File: config.mk
export PLATFORM = sky130hd
export DESIGN_NAME = mem_arbiter_flat
export DESIGN_NICKNAME = d
export VERILOG_FILES = /design/src/rtl/mem_arbiter_if.sv /design/src/rtl/mem_arbiter.sv /design/src/flat_wrapper.sv
export SDC_FILE = /design/constraint.sdc
export NUM_CORES = 1
export LEC_CHECK = 0
export ABC_AREA = 1
export CAP_MARGIN = 30
export CORE_MARGIN = 1
export CORE_UTILIZATION = 40
export CTS_BUF_LIST = sky130_fd_sc_hd__clkbuf_4 sky130_fd_sc_hd__clkbuf_8 sky130_fd_sc_hd__clkbuf_16
export CTS_CLUSTER_DIAMETER = 50
export DETAILED_ROUTE_END_ITERATION = 10
export GPL_ROUTABILITY_DRIVEN = 0
export PLACE_DENSITY = 0.82
export SYNTH_ARGS = -nofsm -noshare
export SYNTH_HDL_FRONTEND = slang
export SYNTH_SLANG_ARGS = --single-unit
export TNS_END_PERCENT = 10
File: constraint.sdc
create_clock -name clk -period 2.5 [get_ports clk]
set_clock_uncertainty 0.15 [all_clocks]
set_input_delay 0.375 -clock clk [delete_from_list [all_inputs] [get_ports clk]]
set_output_delay 0.375 -clock clk [all_outputs]
set_load 0.02 [all_outputs]
File: src/rtl/mem_arbiter_if.sv
// Bus bundle between the memory arbiter, the two cache controllers and the
// pipelined main memory. The slave modport is the arbiter's view; the master
// modport is the view of the environment (caches plus memory).
interface mem_arbiter_if;
  // cache-side requests
  logic        i_miss_req;
  logic [15:0] i_miss_addr;
  logic        d_miss_req;
  logic [15:0] d_miss_addr;
  logic        d_wr_req;
  logic [15:0] d_wr_addr;
  logic [15:0] d_wr_data;
  // memory side
  logic [15:0] mem_data_out;
  logic        mem_data_valid;
  logic        mem_enable;
  logic        mem_wr;
  logic [15:0] mem_addr;
  logic [15:0] mem_data_in;
  // cache-side responses
  logic        i_busy;
  logic        d_busy;
  logic        i_data_we;
  logic        d_data_we;
  logic        i_tag_we;
  logic        d_tag_we;
  logic [15:0] fill_addr;
  logic [15:0] fill_data;
  logic        d_wr_ack;

  modport slave (
    input  i_miss_req, i_miss_addr, d_miss_req, d_miss_addr,
    input  d_wr_req, d_wr_addr, d_wr_data, mem_data_out, mem_data_valid,
    output mem_enable, mem_wr, mem_addr, mem_data_in,
    output i_busy, d_busy, i_data_we, d_data_we, i_tag_we, d_tag_we,
    output fill_addr, fill_data, d_wr_ack
  );

  modport master (
    output i_miss_req, i_miss_addr, d_miss_req, d_miss_addr,
    output d_wr_req, d_wr_addr, d_wr_data, mem_data_out, mem_data_valid,
    input  mem_enable, mem_wr, mem_addr, mem_data_in,
    input  i_busy, d_busy, i_data_we, d_data_we, i_tag_we, d_tag_we,
    input  fill_addr, fill_data, d_wr_ack
  );
endinterface

File: src/rtl/mem_arbiter.sv
// Memory arbiter: grants one of I-fill, D-fill or D-store at a time, issues
// the eight pipelined block reads (or the single write) and steers the
// returning words to the owning cache. Completion counts valid pulses, so
// memory-side gaps are tolerated; returns outside a fill are dropped.
module mem_arbiter (
  input  logic         clk,
  input  logic         rst_n,
  mem_arbiter_if.slave bus
);
  typedef enum logic [1:0] {IDLE = 2'd0, FILL_I = 2'd1, FILL_D = 2'd2, WRITE = 2'd3} state_t;

  // block size is fixed at eight 16-bit words (16-byte lines)
  localparam logic [3:0] WORDS     = 4'd8;
  localparam logic [3:0] LAST_WORD = WORDS - 4'd1;

  state_t      state_reg, state_next;
  logic [3:0]  ic_reg, ic_next;
  logic [3:0]  rc_reg, rc_next;
  logic [11:0] base_reg, base_next;
  logic [15:0] wr_addr_reg, wr_addr_next;
  logic [15:0] wr_data_reg, wr_data_next;
  logic        last_d_reg, last_d_next;

  logic        grant_i, grant_d, grant_w;
  logic        mem_enable, mem_wr;
  logic [15:0] mem_addr, mem_data_in;
  logic        i_busy, d_busy, i_data_we, d_data_we, i_tag_we, d_tag_we, d_wr_ack;

  // word offset of a miss address is irrelevant: whole blocks are fetched
  logic unused_addr_bits;
  assign unused_addr_bits = ^{bus.i_miss_addr[3:0], bus.d_miss_addr[3:0]};

  // Arbitration: store > D miss > I miss, but a waiting I miss wins right
  // after a D transaction so the instruction side cannot be starved.
  always_comb begin
    grant_i = 1'b0;
    grant_d = 1'b0;
    grant_w = 1'b0;
    if (bus.i_miss_req && last_d_reg) grant_i = 1'b1;
    else if (bus.d_wr_req)            grant_w = 1'b1;
    else if (bus.d_miss_req)          grant_d = 1'b1;
    else if (bus.i_miss_req)          grant_i = 1'b1;
  end

  // Next-state and output decode; every output is held at 0 while in reset.
  always_comb begin
    state_next   = state_reg;
    ic_next      = ic_reg;
    rc_next      = rc_reg;
    base_next    = base_reg;
    wr_addr_next = wr_addr_reg;
    wr_data_next = wr_data_reg;
    last_d_next  = last_d_reg;
    mem_enable   = 1'b0;
    mem_wr       = 1'b0;
    mem_addr     = 16'h0000;
    mem_data_in  = 16'h0000;
    i_busy       = 1'b0;
    d_busy       = 1'b0;
    i_data_we    = 1'b0;
    d_data_we    = 1'b0;
    i_tag_we     = 1'b0;
    d_tag_we     = 1'b0;
    d_wr_ack     = 1'b0;
    if (rst_n) begin
      case (state_reg)
        IDLE: begin
          // stale memory returns are simply ignored here
          if (grant_w) begin
            d_busy       = 1'b1;
            wr_addr_next = bus.d_wr_addr;
            wr_data_next = bus.d_wr_data;
            state_next   = WRITE;
          end else if (grant_d) begin
            d_busy     = 1'b1;
            base_next  = bus.d_miss_addr[15:4];
            state_next = FILL_D;
          end else if (grant_i) begin
            i_busy     = 1'b1;
            base_next  = bus.i_miss_addr[15:4];
            state_next = FILL_I;
          end
        end
        FILL_I, FILL_D: begin
          i_busy = (state_reg == FILL_I);
          d_busy = (state_reg == FILL_D);
          // issue side runs ahead of the returns, one read per cycle
          if (ic_reg < WORDS) begin
            mem_enable = 1'b1;
            mem_addr   = {base_reg, ic_reg[2:0], 1'b0};
            ic_next    = ic_reg + 4'd1;
          end
          if (bus.mem_data_valid) begin
            i_data_we = i_busy;
            d_data_we = d_busy;
            if (rc_reg == LAST_WORD) begin
              i_tag_we    = i_busy;
              d_tag_we    = d_busy;
              last_d_next = d_busy;
              ic_next     = 4'd0;
              rc_next     = 4'd0;
              state_next  = IDLE;
            end else begin
              rc_next = rc_reg + 4'd1;
            end
          end
        end
        default: begin
          // WRITE: single-cycle store of the latched address/data
          mem_enable  = 1'b1;
          mem_wr      = 1'b1;
          mem_addr    = wr_addr_reg;
          mem_data_in = wr_data_reg;
          d_busy      = 1'b1;
          d_wr_ack    = 1'b1;
          last_d_next = 1'b1;
          state_next  = IDLE;
        end
      endcase
    end
  end

  // State and datapath registers with synchronous active-low reset.
  always_ff @(posedge clk) begin
    if (!rst_n) begin
      state_reg   <= IDLE;
      ic_reg      <= 4'd0;
      rc_reg      <= 4'd0;
      base_reg    <= 12'h000;
      wr_addr_reg <= 16'h0000;
      wr_data_reg <= 16'h0000;
      last_d_reg  <= 1'b0;
    end else begin
      state_reg   <= state_next;
      ic_reg      <= ic_next;
      rc_reg      <= rc_next;
      base_reg    <= base_next;
      wr_addr_reg <= wr_addr_next;
      wr_data_reg <= wr_data_next;
      last_d_reg  <= last_d_next;
    end
  end

  assign bus.mem_enable  = mem_enable;
  assign bus.mem_wr      = mem_wr;
  assign bus.mem_addr    = mem_addr;
  assign bus.mem_data_in = mem_data_in;
  assign bus.i_busy      = i_busy;
  assign bus.d_busy      = d_busy;
  assign bus.i_data_we   = i_data_we;
  assign bus.d_data_we   = d_data_we;
  assign bus.i_tag_we    = i_tag_we;
  assign bus.d_tag_we    = d_tag_we;
  assign bus.d_wr_ack    = d_wr_ack;
  assign bus.fill_addr   = {base_reg, rc_reg[2:0], 1'b0};
  assign bus.fill_data   = bus.mem_data_out;
endmodule

File: src/flat_wrapper.sv
// flat-port wrapper written by rule: the top's interface ports become plain ports
module mem_arbiter_flat 
  (clk, rst_n, bus_i_miss_req, bus_i_miss_addr, bus_d_miss_req, bus_d_miss_addr, bus_d_wr_req, bus_d_wr_addr, bus_d_wr_data, bus_mem_data_out, bus_mem_data_valid, bus_mem_enable, bus_mem_wr, bus_mem_addr, bus_mem_data_in, bus_i_busy, bus_d_busy, bus_i_data_we, bus_d_data_we, bus_i_tag_we, bus_d_tag_we, bus_fill_addr, bus_fill_data, bus_d_wr_ack);
  mem_arbiter_if bus_i ();
  input  logic clk;
  input  logic rst_n;
  input wire logic [$bits(bus_i.i_miss_req)-1:0] bus_i_miss_req;
  input wire logic [$bits(bus_i.i_miss_addr)-1:0] bus_i_miss_addr;
  input wire logic [$bits(bus_i.d_miss_req)-1:0] bus_d_miss_req;
  input wire logic [$bits(bus_i.d_miss_addr)-1:0] bus_d_miss_addr;
  input wire logic [$bits(bus_i.d_wr_req)-1:0] bus_d_wr_req;
  input wire logic [$bits(bus_i.d_wr_addr)-1:0] bus_d_wr_addr;
  input wire logic [$bits(bus_i.d_wr_data)-1:0] bus_d_wr_data;
  input wire logic [$bits(bus_i.mem_data_out)-1:0] bus_mem_data_out;
  input wire logic [$bits(bus_i.mem_data_valid)-1:0] bus_mem_data_valid;
  output wire logic [$bits(bus_i.mem_enable)-1:0] bus_mem_enable;
  output wire logic [$bits(bus_i.mem_wr)-1:0] bus_mem_wr;
  output wire logic [$bits(bus_i.mem_addr)-1:0] bus_mem_addr;
  output wire logic [$bits(bus_i.mem_data_in)-1:0] bus_mem_data_in;
  output wire logic [$bits(bus_i.i_busy)-1:0] bus_i_busy;
  output wire logic [$bits(bus_i.d_busy)-1:0] bus_d_busy;
  output wire logic [$bits(bus_i.i_data_we)-1:0] bus_i_data_we;
  output wire logic [$bits(bus_i.d_data_we)-1:0] bus_d_data_we;
  output wire logic [$bits(bus_i.i_tag_we)-1:0] bus_i_tag_we;
  output wire logic [$bits(bus_i.d_tag_we)-1:0] bus_d_tag_we;
  output wire logic [$bits(bus_i.fill_addr)-1:0] bus_fill_addr;
  output wire logic [$bits(bus_i.fill_data)-1:0] bus_fill_data;
  output wire logic [$bits(bus_i.d_wr_ack)-1:0] bus_d_wr_ack;
  assign bus_i.i_miss_req = bus_i_miss_req;
  assign bus_i.i_miss_addr = bus_i_miss_addr;
  assign bus_i.d_miss_req = bus_d_miss_req;
  assign bus_i.d_miss_addr = bus_d_miss_addr;
  assign bus_i.d_wr_req = bus_d_wr_req;
  assign bus_i.d_wr_addr = bus_d_wr_addr;
  assign bus_i.d_wr_data = bus_d_wr_data;
  assign bus_i.mem_data_out = bus_mem_data_out;
  assign bus_i.mem_data_valid = bus_mem_data_valid;
  assign bus_mem_enable = bus_i.mem_enable;
  assign bus_mem_wr = bus_i.mem_wr;
  assign bus_mem_addr = bus_i.mem_addr;
  assign bus_mem_data_in = bus_i.mem_data_in;
  assign bus_i_busy = bus_i.i_busy;
  assign bus_d_busy = bus_i.d_busy;
  assign bus_i_data_we = bus_i.i_data_we;
  assign bus_d_data_we = bus_i.d_data_we;
  assign bus_i_tag_we = bus_i.i_tag_we;
  assign bus_d_tag_we = bus_i.d_tag_we;
  assign bus_fill_addr = bus_i.fill_addr;
  assign bus_fill_data = bus_i.fill_data;
  assign bus_d_wr_ack = bus_i.d_wr_ack;
  mem_arbiter u_core (.clk(clk), .rst_n(rst_n), .bus(bus_i));
endmodule
==> results.md, run 1 <==
- Initial antenna violation count: 0
- HPWL after detailed placement: 5830 microns
- Gr usage total: 0.2025
- Cells after Synth: just over 400
- Synth top area cells: dfxtp_1 (37%), nand3_1 (7.7%), o21ai_0 (7.7%), a21oi_1 (7.2%), nand2_1 (6.2%)
- Post-DR wirelength/cell: 12.36 microns
- DP Area: 4240 sq um
- Most frequent cell after synthesis: dfxtp_1
- Worst EP required: 1.98 ns
- Row cnt: 31
- Worst path max stage delay: approximately 0.35 ns
- Worst-Margin Slew: 0.6605 ns
- Distinct cells, synth: 30
- Worst-Skew Late Latency: 0.30 ns
- Async SR Flop Fraction: 0
- PortBufs: roughly 120
- DRT iter0 DRCs: 111
- Worst Hold Launch: u_core.wr_addr_reg[4]$_SDFFE_PN0P_
- Worst-path cell chain: inv_1, ha_1, inv_1, nor2_4, buf_12, nand3_1, o21ai_0, clkdlybuf4s15_1
- Final Hold Viols: 0
- Setup bufs post-CTS: 0
- Status: completed
- Post-route cell area: 4293 sq um
- Synth cell count leaders: dfxtp_1 (55), nand2_1 (49), inv_1 (47)
- Critical path startpoint category: flip-flop
- CTS Buffer Depth: 2
- Max Transition Viols Final: 0
- Period utilization: 0.9790
- Top achievable clock speed: 0.4086 GHz
- Detailed Routing Iterations Pass 1: 4
- Crit end category: output pin
- Post-layout min period: 2.447 ns
- Die Area: just under 8000 sq um
- Final WL: around 7700 microns
- Crit Path Category: reg -> out
- Max-slew headroom: 0.5550
- Pre-CTS setup slack: -0.1708 ns
- Final WS setup: around 0.053 ns
- Number of CTS-inserted buffers: 5
- Area Growth Syn to Fin: 43.98%
- Setup-failing EPs final: 0
- Largest net degree at the start of global routing: 65
- Sequential area share after synthesis: 0.3693
- First-pass GRT wire length: 12450 microns
- Core footprint: slightly above 7000 sq um
- Remaining DRCs: 0
- Ys Warns: 0
- CTS Sinks: 55
- Vias: approximately 3000
- Largest area contributor in the netlist: dfxtp_1
- Worst min path class: reg -> reg
- CTS tree: done
- VDD IR max: 0.0003734 V
- Max stage delay cell, worst path: clkdlybuf4s15_1
- CP bufs+invs: 4
- Post-Syn Area per Cell: 7.219 sq um
- Reg2reg start: u_core.state_reg[0]$_SDFFE_PN0P_
- Layout cells sized above 1: 0.1344
- #FFs+latches synth: 55
- Power per cell area: 788.7 nW/um^2
- Nets: 615
- Syn nets: 507
- Largest fanout on the critical path: 12
- Vias per cell: 4.889
- Die height: approximately 88 microns
- Crit path DAT: approximately 1.9 ns
- Starting Density: 0.4133
- H-tree depth: 2
- Setup TNS: 0 ns
- Synthesized cell area: 2982 sq um
- Max_cap viols: 0
- Pleak: 0.001856 uW
- Synth top area share: 0.3693
- RSZ-0062 raised after global routing: true
- Crit path from: u_core.state_reg[0]$_SDFFE_PN0P_
- Number of synthesized flops with an enable pin: 0
- CTS root buf: clkbuf_8
- Crit-path leading delay family: buffers and inverters
- Clock transition at path regs: 0.09 ns
- Grt ovf: 0
- Vias in the first global route: between 2000 and 3000
- DRT antenna net count: 0
- Top FF cell, synth: dfxtp_1
- Critical path's most frequent cell: inv_1
- ANT cells: 0
- Top-Level Pins: 159
- Die Wd: 88.34 microns
## metal layers
layer	routed length [microns]	up-vias	global-route usage
li1	-	1541	-
met1	3295	1392	0.2438
met2	3879	88	0.3608
met3	405	10	0.03825
met4	85	0	0.06891
met5	0	-	0
## metrics by stage
stage	hold slack (ns)	cells	power [uW]	util
final	0.2982	620	3386	0.5950
after global routing	0.3209	620	3636	0.5950
after floorplan	0.2745	413	2285	-
after CTS	0.3020	620	3411	0.5956
after global placement	0.2832	613	2812	0.5878
after detailed placement	0.2882	613	2865	0.5878
## area by class of cell
class                   instances  area, sq um
fillers                       698         2922
well taps                      99        123.9
clock inverters                 1        30.03
flip-flops and latches         55         1101
repair buffers                145         1378
inverters                      48        180.2
multi-input cells             266         1404
clock buffers                   6        76.32
## worst paths after layout
| check | slack [ns] | depth (start not counted) | to |
|---|---|---|---|
| hold / removal | 0.30 | 2 | u_core.wr_addr_reg[4]$_SDFFE_PN0P_ |
| setup reg to reg | 0.49 | 7 | u_core.ic_reg[2]$_SDFFE_PN0N_ |
| hold reg to reg | 0.30 | 2 | u_core.wr_addr_reg[4]$_SDFFE_PN0P_ |
| setup / recovery | 0.05 | 8 | bus_mem_addr[12] |
## kinds of logic after synthesis
kind of cell,Yosys count,share of synthesized area
DFF,55,0.3693
adders and majority gates,8,0.03357
AOI/OAI and AO/OA,105,0.1909
xor gates and xnor gates,1,0.002938
other,1,0.001258
and+or+nand+nor,151,0.2421
buffers and inverters,92,0.1599
## report_power, final
group          internal (uW)  leakage (uW)  switching (uW)
Combinational            669       0.00135             909
Sequential              1120      0.000452             117
Clock                    305     0.0000547             266
Total                   2090       0.00186            1290
## what timing repair did
item,4_1_cts,5_1_grt
hold buffers,0,0
gates resized for setup,40,25
setup endpoints to repair,40,17
## worst min-delay path: cells and delay by family (launching register included)
family / cells / cell delay, ns
AO/OA/AOI/OAI: 1 / 0.05
buffers and inverters: 1 / 0.05
flip-flops: 1 / 0.31
## cell usage in the layout, fill, tap and decap left out
cell type	netlist	routed
clkdlybuf4s50_1	0	76
dfxtp_1	55	55
nand2_1	49	49
inv_1	47	47
nand3_1	46	46
o21ai_0	46	46
a21oi_1	43	43
nor2_1	29	29
dlygate4sd2_1	0	24
buf_4	24	24
nand2_2	12	12
a21oi_2	10	10
clkdlybuf4s15_1	0	10
ha_1	8	8
clkbuf_8	0	5
clkbuf_2	2	5
buf_12	1	4
nor2_4	3	3
o21ai_1	3	3
nor3_1	3	3
nand2_4	3	3
nand4_1	3	3
nor4_1	2	2
inv_2	1	1
o22ai_1	1	1
o211ai_1	1	1
nand3_2	1	1
xor2_1	1	1
o31ai_1	1	1
conb_1	1	1
clkbuf_4	0	1
bufinv_16	0	1
dlygate4sd1_1	0	1
dlymetal6s2s_1	0	1
Power figures use the tool's default switching activity.
==> run 2, diff against run 1 <==
Settings changed: CTS_CLUSTER_SIZE set to 16.
==> results of run 2 <==
Final layout, timing and power as in run 1 (identical DEF).
==> run 3, diff against run 2 <==
Settings changed: ABC_AREA 1 to 0, PLACE_DENSITY 0.82 to 0.81.
==> results.md, run 3 <==
- Status: completed
- Die height: 88.74 microns
- Most frequent cells in the layout: clkdlybuf4s50_1 (81), dfxtp_1 (54), nand3_1 (48)
- CTS root buf: clkbuf_8
- Top-Level Pins: between 150 and 200
- Reg2reg start: u_core.state_reg[0]$_SDFFE_PN0P_
- Most frequent cell after synthesis: dfxtp_1
- VDD IR max: 0.0003879 V
- Vias in the first global route: roughly 3000
- Gr usage total: 0.2329
- Combinational Power Share: 0.516
- Largest fanout on the critical path: 13
- Setup crit end: bus_mem_data_in[11]
- Layout cells sized above 1: 0.1414
- DRT iter0 DRCs: 197
- Worst EP required: ~2 ns
- Worst Hold Launch: u_core.wr_data_reg[5]$_SDFFE_PN0P_
- Routed wl met3: 564 microns
- Crit end category: output pin
- Syn nets: 466
- P_sw: 1468 uW
- Max-slew headroom: 0.6672
- CTS Buffer Depth: 2
- Number of CTS-inserted buffers: 5
- Metal2 WL: 4650 microns
- Clock transition at path regs: 0.09 ns
- HPWL after detailed placement: 6538 microns
- Crit Path Category: in -> out
- Initial antenna violation count: 0
- Distinct cells, synth: 37
- Synth cell count leaders: dfxtp_1 (55), nand3_1 (48), a21oi_1 (42)
- CTS Sinks: 55
- ANT cells: 0
- #FFs+latches synth: 55
- Top achievable clock speed: 0.4128 GHz
- Async SR Flop Fraction: 0
- Synth top area cells: dfxtp_1 (37%), nand3_1 (8.0%), a21oi_1 (7.0%), o21ai_0 (6.8%), buf_4 (6.0%)
- Top FF cell, synth: dfxtp_1
- Synth top area share: 0.3659
- Post-layout min period: 2.422 ns
- Pleak: 0.001806 uW
- Synthesized cell area: around 3000 sq um
- Metal-1 WL: 3747 microns
- Count of hold-fix buffers inserted at cts: 0
- Leading cell type in the layout, fill and taps excluded: clkdlybuf4s50_1
- Clock network fraction of design power: 0.165
- RSZ-0062 raised after global routing: true
- Starting Density: 0.4149
- Worst-Margin Slew: 0.4939 ns
- Area Growth Syn to Fin: 44.12%
- Die Area: 7874 sq um
- RR Endpoint: u_core.base_reg[7]$_SDFFE_PN0P_
- Nets: 567
- Row cnt: 31
- Sequential area share after synthesis: 0.3659
- Pwr Total: 3704 uW
- Top layer in use: met4
- DP Area: approximately 4200 sq um
- Final Hold Viols: 0
- Detailed Routing Iterations Pass 1: 5
- Post-route cell area: between 4000 and 5000 sq um
- Placed cells: 562
- Final core utilization: 0.5979
- Setup-failing EPs final: 0
- CTS tree: done
- Worst-Skew Late Latency: 0.31 ns
- H-tree depth: 2
- Critical path startpoint category: primary input
- Max Transition Viols Final: 0
- Max_cap viols: 0
- Period utilization: 0.9690
- Die Wd: 88.74 microns
- Final WL: just over 9000 microns
- Fin cells: 573
- Crit path DAT: 1.90 ns
- Post-Syn Area per Cell: 8.089 sq um
- Number of synthesized flops with an enable pin: 0
- Worst reg2reg path depth: 7
- Worst min path class: reg -> reg
- Largest net degree at the start of global routing: 38
- Power per cell area: 854.1 nW/um^2
- Crit path from: rst_n
- Post-DR wirelength/cell: between 15 and 20 microns
- P_int: 2236 uW
- Core footprint: 7253 sq um
- Switching Share: 0.3962
- Sequential power share: 0.319
- Worst R2R Setup Slack: 0.59 ns
- Grt ovf: 0
- First-pass GRT wire length: about 14000 microns
- DRT antenna net count: 0
- Cells after Synth: 372
- Remaining DRCs: 0
- Vias: about 3200
- Largest area contributor in the netlist: dfxtp_1
- PortBufs: 117
- Vias per cell: ~5.6
- Ys Warns: 0
-- run 3: changes by cell type after synthesis, sizes merged, moves of 5 or more --
cell / change
nor2: -26
a211oi: +12
a311oi: +12
clkbuf: +12
a22o: +14
nand2: -53
and2: +5
and3: +19
inv: -41
a21oi: -11
-- run 3: final cells by class --
| type | count | area [sq um] |
|---|---|---|
| fill | 667 | 2917 |
| multi-input combinational | 254 | 1590 |
| timing repair buffer | 150 | 1376 |
| sequential | 55 | 1102 |
| tap | 99 | 123.9 |
| clock buffer | 6 | 82.58 |
| clock inverter | 2 | 35.03 |
| inverter | 7 | 26.28 |
-- run 3: cell families after synthesis --
kind of cell / after synthesis / synth area share
other cells: 1 / 0.001246
simple gates: 105 / 0.1925
xor+xnor: 3 / 0.008733
fa+ha+maj: 8 / 0.03327
compound gates: 134 / 0.2736
mux: 3 / 0.009980
flops: 55 / 0.3659
buf+inv: 63 / 0.1148
-- run 3: metal layers --
| layer | vias to the layer above | track usage |
|---|---|---|
| li1 | 1538 | - |
| met1 | 1491 | 0.2974 |
| met2 | 144 | 0.3923 |
| met3 | 19 | 0.03918 |
| met4 | 0 | 0.08944 |
| met5 | - | 0 |
-- run 3: worst max-delay path, stage by stage --
cell             delay, ns
clkdlybuf4s50_1       0.54
buf_4                 0.21
and3_1                0.17
clkdlybuf4s50_1       0.60
-- run 3: how the worst min path moves through the flow --
stage	to	slack, ns	cells past startpoint
floorplan	u_core.wr_addr_reg[0]$_SDFFE_PN0P_	0.30	2
finish	u_core.wr_data_reg[5]$_SDFFE_PN0P_	0.32	2
global placement	u_core.wr_data_reg[8]$_SDFFE_PN0P_	0.31	2
detailed placement	u_core.wr_data_reg[12]$_SDFFE_PN0P_	0.31	2
CTS	u_core.wr_data_reg[12]$_SDFFE_PN0P_	0.33	2
global route	u_core.wr_data_reg[11]$_SDFFE_PN0P_	0.34	2
-- run 3: repair_timing --
action | CTS | global route
buffers inserted | 1 | 1
cloned | 1 | 0
pin swaps | 1 | 1
endpoints found under the setup margin | 40 | 22
gates resized for setup | 78 | 15
-- run 3: power by group through the flow --
stage                     logic (uW)  registers (uW)  clock network [uW]
after floorplan                 1090            1240                   0
after global placement          1790            1190                   0
after detailed placement        1850            1200                   0
after CTS                       1880            1180                 627
after global routing            2080            1200                 665
final                           1910            1180                 610
-- run 3: stage by stage --
step / setup TNS, ns / hold slack (ns) / setup slack (ns)
detailed placement: -3.160 / 0.3119 / -0.1952
global placement: -3.374 / 0.3064 / -0.1844
floorplan: 0 / 0.2990 / 0.2575
finish: 0 / 0.3240 / 0.07752
global route: -0.005294 / 0.3448 / -0.005294
CTS: 0 / 0.3266 / 0.004515
